## src/rtl/ram_rd_arbiter_if.sv

```systemverilog
// ram_rd_arbiter_if: requester lanes and RAM read-channel pins of ram_rd_arbiter.
interface ram_rd_arbiter_if #(
    parameter int NUM_REQ = 4,
    parameter int ADDR_W  = 4,
    parameter int DATA_W  = 32
);
    logic [NUM_REQ-1:0]        req_valid, req_ready, rsp_valid;
    logic [NUM_REQ*ADDR_W-1:0] req_addr;
    logic [NUM_REQ*DATA_W-1:0] rsp_data;
    logic [ADDR_W-1:0]         ram_addrb, ram_addrc;
    logic                      ram_enb, ram_enc, ram_regceb, ram_regcec;
    logic [DATA_W-1:0]         ram_doutb, ram_doutc;

    modport master (
        output req_valid, req_addr, ram_doutb, ram_doutc,
        input  req_ready, rsp_valid, rsp_data, ram_addrb, ram_addrc,
               ram_enb, ram_enc, ram_regceb, ram_regcec
    );
    modport slave (
        input  req_valid, req_addr, ram_doutb, ram_doutc,
        output req_ready, rsp_valid, rsp_data, ram_addrb, ram_addrc,
               ram_enb, ram_enc, ram_regceb, ram_regcec
    );
endinterface

```

## src/rtl/ram_rd_arbiter.sv

```systemverilog
// ram_rd_arbiter: round-robin scheduler sharing RAM read channels B and C among NUM_REQ requesters.
// Define RAM_RDARB_STAT_EN to build per-requester saturating grant counters.
module ram_rd_arbiter #(
    parameter int NUM_REQ    = 4,
    parameter int ADDR_W     = 4,
    parameter int DATA_W     = 32,
    parameter int RD_LATENCY = 1
) (
    input  logic             clka,
    input  logic             rstb,
    ram_rd_arbiter_if.slave  bus,
    input  logic [2:0]       stat_sel,
    input  logic             stat_clr,
    output logic [15:0]      stat_cnt
);
    localparam int ID_W = $clog2(NUM_REQ);

    logic [ID_W-1:0]                 rr_q, rr_d, id_b, id_c, id_last;
    logic                            blk_q, gnt_b, gnt_c;
    logic [ADDR_W-1:0]               addr_b, addr_c;
    logic [RD_LATENCY-1:0]           vb_q, vc_q;
    logic [RD_LATENCY-1:0][ID_W-1:0] ib_q, ic_q;
    logic                            vb_l, vc_l;
    logic [ID_W-1:0]                 ib_l, ic_l;

    // grants are held off in the reset cycle and the one after it
    always_comb begin
        int j;
        j = 0;
        gnt_b = 1'b0;
        gnt_c = 1'b0;
        id_b = '0;
        id_c = '0;
        addr_b = '0;
        addr_c = '0;
        for (int k = 0; k < NUM_REQ; k++) begin
            j = int'(rr_q) + k;
            if (j >= NUM_REQ) j = j - NUM_REQ;
            if (bus.req_valid[j] && !rstb && !blk_q) begin
                if (!gnt_b) begin
                    gnt_b = 1'b1;
                    id_b = ID_W'(j);
                    addr_b = bus.req_addr[j*ADDR_W +: ADDR_W];
                end else if (!gnt_c) begin
                    gnt_c = 1'b1;
                    id_c = ID_W'(j);
                    addr_c = bus.req_addr[j*ADDR_W +: ADDR_W];
                end
            end
        end
        id_last = gnt_c ? id_c : id_b;
        rr_d = !gnt_b ? rr_q : (id_last == ID_W'(NUM_REQ-1)) ? '0 : id_last + 1'b1;
    end

    always_ff @(posedge clka) begin
        blk_q <= rstb;
        ib_q <= (RD_LATENCY*ID_W)'({ib_q, id_b});
        ic_q <= (RD_LATENCY*ID_W)'({ic_q, id_c});
        if (rstb) begin
            rr_q <= '0;
            vb_q <= '0;
            vc_q <= '0;
        end else begin
            rr_q <= rr_d;
            vb_q <= RD_LATENCY'({vb_q, gnt_b});
            vc_q <= RD_LATENCY'({vc_q, gnt_c});
        end
    end

    assign vb_l = vb_q[RD_LATENCY-1] && !rstb;
    assign vc_l = vc_q[RD_LATENCY-1] && !rstb;
    assign ib_l = ib_q[RD_LATENCY-1];
    assign ic_l = ic_q[RD_LATENCY-1];

    assign bus.ram_enb    = gnt_b;
    assign bus.ram_enc    = gnt_c;
    assign bus.ram_addrb  = addr_b;
    assign bus.ram_addrc  = addr_c;
    assign bus.ram_regceb = (RD_LATENCY > 1) && !rstb && vb_q[0];
    assign bus.ram_regcec = (RD_LATENCY > 1) && !rstb && vc_q[0];

    always_comb begin
        bus.req_ready = '0;
        bus.rsp_valid = '0;
        bus.rsp_data = '0;
        for (int i = 0; i < NUM_REQ; i++) begin
            bus.req_ready[i] = (gnt_b && id_b == ID_W'(i)) || (gnt_c && id_c == ID_W'(i));
            bus.rsp_valid[i] = (vb_l && ib_l == ID_W'(i)) || (vc_l && ic_l == ID_W'(i));
            bus.rsp_data[i*DATA_W +: DATA_W] = (vb_l && ib_l == ID_W'(i)) ? bus.ram_doutb :
                                               (vc_l && ic_l == ID_W'(i)) ? bus.ram_doutc : '0;
        end
    end

`ifdef RAM_RDARB_STAT_EN
    logic [NUM_REQ-1:0][15:0] cnt_q;

    always_ff @(posedge clka) begin
        for (int i = 0; i < NUM_REQ; i++)
            cnt_q[i] <= (rstb || stat_clr) ? 16'h0 :
                        (bus.req_ready[i] && cnt_q[i] != 16'hFFFF) ? cnt_q[i] + 16'd1 : cnt_q[i];
    end

    always_comb begin
        stat_cnt = '0;
        for (int i = 0; i < NUM_REQ; i++)
            if (stat_sel == 3'(i)) stat_cnt = cnt_q[i];
    end
`else
    logic unused_stat;
    assign unused_stat = ^{stat_sel, stat_clr};
    assign stat_cnt = '0;
`endif
endmodule

```

## src/flat_wrapper.sv

```systemverilog
// flat-port wrapper written by rule: the top's interface ports become plain ports
module ram_rd_arbiter_flat 
#(
    parameter int NUM_REQ    = 4,
    parameter int ADDR_W     = 4,
    parameter int DATA_W     = 32,
    parameter int RD_LATENCY = 1
)
  (clka, rstb, stat_sel, stat_clr, stat_cnt, bus_req_valid, bus_req_addr, bus_ram_doutb, bus_ram_doutc, bus_req_ready, bus_rsp_valid, bus_rsp_data, bus_ram_addrb, bus_ram_addrc, bus_ram_enb, bus_ram_enc, bus_ram_regceb, bus_ram_regcec);
  ram_rd_arbiter_if #(.NUM_REQ(NUM_REQ), .ADDR_W(ADDR_W), .DATA_W(DATA_W)) bus_i ();
  input  logic clka;
  input  logic rstb;
  input  logic [2:0] stat_sel;
  input  logic stat_clr;
  output logic [15:0] stat_cnt;
  input wire logic [$bits(bus_i.req_valid)-1:0] bus_req_valid;
  input wire logic [$bits(bus_i.req_addr)-1:0] bus_req_addr;
  input wire logic [$bits(bus_i.ram_doutb)-1:0] bus_ram_doutb;
  input wire logic [$bits(bus_i.ram_doutc)-1:0] bus_ram_doutc;
  output wire logic [$bits(bus_i.req_ready)-1:0] bus_req_ready;
  output wire logic [$bits(bus_i.rsp_valid)-1:0] bus_rsp_valid;
  output wire logic [$bits(bus_i.rsp_data)-1:0] bus_rsp_data;
  output wire logic [$bits(bus_i.ram_addrb)-1:0] bus_ram_addrb;
  output wire logic [$bits(bus_i.ram_addrc)-1:0] bus_ram_addrc;
  output wire logic [$bits(bus_i.ram_enb)-1:0] bus_ram_enb;
  output wire logic [$bits(bus_i.ram_enc)-1:0] bus_ram_enc;
  output wire logic [$bits(bus_i.ram_regceb)-1:0] bus_ram_regceb;
  output wire logic [$bits(bus_i.ram_regcec)-1:0] bus_ram_regcec;
  assign bus_i.req_valid = bus_req_valid;
  assign bus_i.req_addr = bus_req_addr;
  assign bus_i.ram_doutb = bus_ram_doutb;
  assign bus_i.ram_doutc = bus_ram_doutc;
  assign bus_req_ready = bus_i.req_ready;
  assign bus_rsp_valid = bus_i.rsp_valid;
  assign bus_rsp_data = bus_i.rsp_data;
  assign bus_ram_addrb = bus_i.ram_addrb;
  assign bus_ram_addrc = bus_i.ram_addrc;
  assign bus_ram_enb = bus_i.ram_enb;
  assign bus_ram_enc = bus_i.ram_enc;
  assign bus_ram_regceb = bus_i.ram_regceb;
  assign bus_ram_regcec = bus_i.ram_regcec;
  ram_rd_arbiter #(.NUM_REQ(NUM_REQ), .ADDR_W(ADDR_W), .DATA_W(DATA_W), .RD_LATENCY(RD_LATENCY)) u_core (.clka(clka), .rstb(rstb), .bus(bus_i), .stat_sel(stat_sel), .stat_clr(stat_clr), .stat_cnt(stat_cnt));
endmodule
```

## config.mk

```make
export PLATFORM = sky130hd
export DESIGN_NAME = ram_rd_arbiter_flat
export DESIGN_NICKNAME = d
export VERILOG_FILES = /design/src/rtl/ram_rd_arbiter_if.sv /design/src/rtl/ram_rd_arbiter.sv /design/src/flat_wrapper.sv
export SDC_FILE = /design/constraint.sdc
export NUM_CORES = 1
export LEC_CHECK = 0
export CAP_MARGIN = 20
export CORE_AREA = 2 2 98 100
export CTS_CLUSTER_DIAMETER = 200
export DETAILED_ROUTE_END_ITERATION = 10
export DIE_AREA = 0 0 100 102
export MAX_ROUTING_LAYER = met4
export PLACE_DENSITY_LB_ADDON = 0.3
export SYNTH_ARGS = -nofsm -noshare
export SYNTH_HDL_FRONTEND = slang
export SYNTH_SLANG_ARGS = --single-unit
```

## constraint.sdc

```tcl
create_clock -name clka -period 11.2 [get_ports clka]
set_input_delay 2.24 -clock clka [delete_from_list [all_inputs] [get_ports clka]]
set_output_delay 2.24 -clock clka [all_outputs]
set_load 0.05 [all_outputs]
```

# After elaboration in Yosys (flattened, before gate mapping)
# Cells that the tools add are included.
[word_totals]
ff_bits = 9
in_bits = 90
output_inout_bits = 164
elab_cells = 145
[op_classes]
n_addsub = 8
magnitude_cmp = 8
n_eq_ne = 13
shift = 4
muxes = 66
reduce_logical = 40
[ops]
columns = ["cell", "count"]
rows = [
  ["2-to-1 mux 32 bit", 12],
  ["< comparator 32 x 4 -> 1 bit, second input constant", 4],
  ["variable part select 16 x 32 -> 4 bit", 4],
  [">= comparator 32 x 4 -> 1 bit, second input constant", 3],
  ["subtractor 32 x 4 -> 32 bit, second input constant", 3],
  ["2-to-1 mux 4 bit", 15],
  ["2-to-1 mux 2 bit", 17],
  ["logical AND 1 bit", 26],
  ["equality test 2 bit, second input constant", 9],
  ["2-to-1 mux 1 bit", 18],
  ["binary-select mux 1 bit (select 2 bit)", 4],
  ["equality test 2 x 1 -> 1 bit, second input constant", 4],
  ["zero test 2 bit", 4],
  ["logical OR 1 bit", 8],
  ["adder 2 x 2 -> 3 bit, second input constant", 2],
  ["subtractor 2 x 3 -> 4 bit, second input constant", 1],
  ["adder 2 x 1 -> 3 bit, second input constant", 1],
  [">= comparator 2 x 3 -> 1 bit, second input constant", 1],
  ["adder 2 x 1 -> 2 bit, second input constant", 1],
  ["zero test 1 bit", 2],
]

# Longest topological paths before layout
[depth]
word_depth = 19
mapped_depth = 13
ltp_nobuf = 11

# Worst setup path after synthesis
# OpenSTA, ideal clock, no wires.
[synth_timing]
path_kind = "in2out"
startpoint = "input bus_req_valid[3]"
endpoint = "output bus_req_ready[0]"
t_arrival_ns = 5.374
slack_ns = 3.586
path_stages = 10
cell_sequence = "buf_2 -> mux2i_1 -> mux2i_1 -> nand2_1 -> clkbuf_1 -> inv_1 -> ha_1 -> o221a_1 -> o41a_1 -> o21ai_0"
[synth_via]
word_cells_on_any_way = 50
classes_between = "mux: 37; reduce/logical: 13"
[synth_rtl]
columns = ["element", "line_no", "source"]
rows = [
  ["start, declared", "flat_wrapper.sv:16", "input wire logic [$bits(bus_i.req_valid)-1:0] bus_req_valid;"],
  ["binary-select mux 1 bit (select 2 bit)", "ram_rd_arbiter.sv:39", "if (bus.req_valid[j] && !rstb && !blk_q) begin"],
  ["2-to-1 mux 1 bit (not written as such) (2 in series)", "ram_rd_arbiter.sv:39", ""],
  ["logical AND 1 bit (2 in series)", "ram_rd_arbiter.sv:39", ""],
  ["2-to-1 mux 2 bit or 2-to-1 mux 1 bit (tied branches)", "ram_rd_arbiter.sv:39", ""],
  ["2-to-1 mux 2 bit", "ram_rd_arbiter.sv:40", "if (!gnt_b) begin"],
  ["2-to-1 mux 2 bit", "ram_rd_arbiter.sv:39", ""],
  ["2-to-1 mux 2 bit", "ram_rd_arbiter.sv:40", ""],
  ["2-to-1 mux 2 bit", "ram_rd_arbiter.sv:39", ""],
  ["2-to-1 mux 2 bit", "ram_rd_arbiter.sv:40", ""],
  ["2-to-1 mux 2 bit (*)", "ram_rd_arbiter.sv:39", ""],
  ["via u_core.id_b[0]", "ram_rd_arbiter.sv:18", "logic [ID_W-1:0] rr_q, rr_d, id_b, id_c, id_last;"],
  ["zero test 2 bit (*)", "ram_rd_arbiter.sv:87", "bus.req_ready[i] = (gnt_b && id_b == ID_W'(i)) || (gnt_c && id_c == ID_W'(i));"],
  ["logical AND 1 bit (*)", "ram_rd_arbiter.sv:87", ""],
  ["logical OR 1 bit (*)", "ram_rd_arbiter.sv:87", ""],
  ["end, declared", "flat_wrapper.sv:20", "output wire logic [$bits(bus_i.req_ready)-1:0] bus_req_ready;"],
]
# Mark *: on every way through the listed nets, which the timed path passes. The rest lies on a longest branch. The select of a mux whose other input is x is not followed.

# Worst setup path after layout
[layout_timing]
startpoint = "input bus_req_valid[2]"
endpoint = "output bus_req_ready[1]"
[layout_via]
elab_chain_cells = 17
word_cells_on_any_way = 50
classes_between = "eq/ne: 2; mux: 37; reduce/logical: 11"
[layout_lines]
columns = ["element", "line_no", "source"]
rows = [
  ["binary-select mux 1 bit (select 2 bit)", "ram_rd_arbiter.sv:39", ""],
  ["2-to-1 mux 1 bit (not written as such) (2 in series)", "ram_rd_arbiter.sv:39", ""],
  ["logical AND 1 bit (2 in series)", "ram_rd_arbiter.sv:39", ""],
  ["2-to-1 mux 1 bit", "ram_rd_arbiter.sv:39", ""],
  ["2-to-1 mux 2 bit or 2-to-1 mux 1 bit (tied branches)", "ram_rd_arbiter.sv:40", ""],
  ["2-to-1 mux 2 bit or 2-to-1 mux 1 bit (tied branches)", "ram_rd_arbiter.sv:39", ""],
  ["2-to-1 mux 2 bit", "ram_rd_arbiter.sv:44", "end else if (!gnt_c) begin"],
  ["2-to-1 mux 2 bit", "ram_rd_arbiter.sv:40", ""],
  ["2-to-1 mux 2 bit", "ram_rd_arbiter.sv:39", ""],
  ["2-to-1 mux 2 bit", "ram_rd_arbiter.sv:44", ""],
  ["2-to-1 mux 2 bit", "ram_rd_arbiter.sv:40", ""],
  ["2-to-1 mux 2 bit (*)", "ram_rd_arbiter.sv:39", ""],
  ["via u_core.id_c[0]", "ram_rd_arbiter.sv:18", ""],
  ["equality test 2 x 1 -> 1 bit (*)", "ram_rd_arbiter.sv:87", ""],
  ["logical AND 1 bit (*)", "ram_rd_arbiter.sv:87", ""],
  ["logical OR 1 bit (*)", "ram_rd_arbiter.sv:87", ""],
]
# Marked as above.

==> metrics.yaml <==
setup_path:
  crit_path_start_kind: "input pin"
  arrival_ns: 6.45
  crit_fanout: 13
  cp-startpoint: "bus_req_valid[2]"
  endpoint_kind: "output pin"
  r2r_cells: 10
  reg2reg_to: "u_core.rr_q[1]"
  required_ns: 8.96
  crit_type: "input pin to output pin"
  rrSetupSlack_ns: 7.28
  r2r_start: "u_core.rr_q[1]"
hold_path:
  hp-class: "flop to flop"
  hp-start: "u_core.rr_q[1]"
  worstHoldEndpoint: "u_core.rr_q[1]"
  holdPathStages: 2
global_routing:
  antenna_found_initial: 0
  gr-total-overflow: 0
  grt_pass1_wl_um: 22000
  grt_util_all_layers_pct: 27.5
  grt_pass1_vias: 3933
  grt_max_degree: 35
route:
  routed_wl_um: 14900
  wl_per_cell_um: 21.0
  drcViolationCount: 0
  drt_iter0_drc: 179
  final_antenna_net_count: 0
  num_vias: 4326
  firstDrtPassIters: 5
  routed_via_density: 6.08
final_layout:
  n_antenna_cell: 0
  fin_nets: 698
  layout_common_cells: "231 x clkdlybuf4s50_1, 129 x a22o_1, 19 x nor2_1"
  syn2layout_area_growth_pct: 75.4
  instances_no_fill: 711
  final_common_cell: "clkdlybuf4s50_1"
  drive_gt1_share_pct: 8.50
pwr:
  leakagePower_nw: 2.04
  clockPowerShare_pct: 5.2
  peakVddDrop_mv: 0.106
  p_sw_mw: 0.424
  p_int_mw: 0.300
  sequentialPowerShare_pct: 8.2
  power_density_nw_per_um2: 133
  comb_power_share_pct: 86.6
  p_sw_share_pct: 58.6
synth:
  ys_top_cells_by_area: "a22o_1 36%, mux4_2 7.2%, dfxtp_1 5.8%"
  syn_area_um2: 3110
  netlist.area_leader.share_pct: 36.3
  ys.flop_type: "dfxtp_1"
  yosysSeqAreaShare_pct: 5.79
  ys_warn_count: 0
  synth_cells: 397
  synth-edff-count: 0
  ys_types: 54
  syn_area_per_cell_um2: 7.83
  synth_seq_cells: 9
  ys_async_sr_fraction_pct: 0
  synth_top_area_cell: "a22o_1"
sta:
  slew_violations: 0
  slew_headroom_pct: 47.1
  finalSetupViolations: 0
  hold_ws_ns: 0.890
  hold_violations: 0
  fin_crit_sh_pct: 77.6
  grt_setup_unrepaired: "no"
  max_freq_mhz: 115
  tns_ns: 0
  final.setup_skew_ns: 0.000534
  worst_pin_slew_ns: 0.793
  fin_crit_ns: 8.69
die:
  fp.dieW_um: 100
  coreArea_um2: 9110
  dieArea_um2: 10200
  die_h_um: 102
  pin_count: 254
  initial_core_util_pct: 34.1
  rows: 35
clocking:
  clock_path_buffers: 2
  clk_latency_ns: 0.23
  clock_sinks: 9
  cts_tree: "done"
  cts-resized-gates: 0
  path_clk_slew_ns: 0.04
  cts_root_buf: "clkbuf_8"
  ctsHtreeMaxLevel: 1
  cts_post_setup_buffers_inserted: 0
  cts_buffers: 3
  cts_hold_buffers: 0
place:
  placed_cells: 707
  hpwl_um: 11300
  port_buffers: 231
  place.gp.congestion: 0.897
run:
  drv_cap: 0
status:
  status: "finished clean"
per-stage QoR:
| stage | power, mW | utilization [%] | cell area, µm² | setup WS [ns] |
|---|---|---|---|---|
| 2_1_floorplan | 0.494 | - | 3170 | 3.59 |
| 3_3_place_gp | 0.675 | 59.4 | 5410 | 2.74 |
| 3_5_place_dp | 0.680 | 59.4 | 5410 | 2.64 |
| 4_1_cts | 0.721 | 59.9 | 5460 | 2.62 |
| 5_1_grt | 0.763 | 59.9 | 5460 | 2.25 |
| 6_report | 0.724 | 59.9 | 5460 | 2.51 |
cell families after synthesis:
family          share of synthesized area [%]
compound gates                           50.4
simple gates                             13.2
buf+inv                                  11.2
mux                                      15.5
flops                                    5.79
fa+ha+maj                                3.14
xor+xnor                                0.563
other cells                             0.121
worst max path at each step:
stage,slack (ns),endpoint
floorplan,3.59,bus_req_ready[0]
global placement,2.74,bus_req_ready[1]
detailed placement,2.64,bus_req_ready[1]
CTS,2.62,bus_req_ready[1]
global route,2.25,bus_req_ready[1]
finish,2.51,bus_req_ready[1]
worst max-delay path, cell delays in order:
cell             delay (ns)
clkdlybuf4s50_1        0.72
mux2i_1                0.29
mux2i_1                0.25
nand2_1                0.36
inv_1                  0.33
ha_1                   0.21
nand2b_1               0.10
nand2_1                0.05
a221oi_1               0.69
nand2_1                0.18
o22ai_1                0.19
clkdlybuf4s50_1        0.84
layer usage:
layer	vias to the layer above	wire length (µm)	track usage, %
li1	1966	-	-
met1	2099	5870	34.5
met2	234	7330	46.9
met3	27	1290	3.49
met4	0	444	7.27
met5	-	0	-
flip-flops by register name (all words and copies together) (netlist names):
signal,count
u_core.vc_q,1
u_core.blk_q,1
u_core.ic_l,2
u_core.vb_q,1
u_core.rr_q,2
u_core.ib_l,2
power groups by stage:
stage	combinational (mW)	sequential (mW)	clock, mW
finish	0.627	0.0591	0.0379
global route	0.662	0.0614	0.0398
CTS	0.624	0.0589	0.0380
detailed placement	0.621	0.0593	0
global placement	0.617	0.0584	0
floorplan	0.445	0.0488	0
Yosys cell counts, types with 3 or more instances:
| master | number |
|---|---|
| o21ai_0 | 13 |
| inv_1 | 7 |
| buf_4 | 19 |
| or2_2 | 6 |
| a22oi_1 | 9 |
| a22o_1 | 129 |
| clkbuf_1 | 30 |
| buf_2 | 5 |
| o31a_1 | 3 |
| mux2_2 | 11 |
| o31ai_1 | 5 |
| dfxtp_1 | 9 |
| nand2b_1 | 9 |
| nand3_1 | 4 |
| nand2_1 | 17 |
| nor2_1 | 23 |
| ha_1 | 7 |
| nor3_1 | 8 |
| a21boi_0 | 5 |
| mux2i_1 | 11 |
| a31oi_1 | 4 |
| a21oi_1 | 11 |
| mux4_2 | 10 |
| or3_1 | 3 |
final cells by class:
cell class / instances / area (µm²)
clock buffer: 4 / 45.0
fill: 849 / 3650
inverter: 9 / 33.8
multi-input combinational: 337 / 2670
sequential: 9 / 180
tap: 111 / 139
timing repair buffer: 241 / 2390
Note: power is estimated with default switching activity, not from simulation.
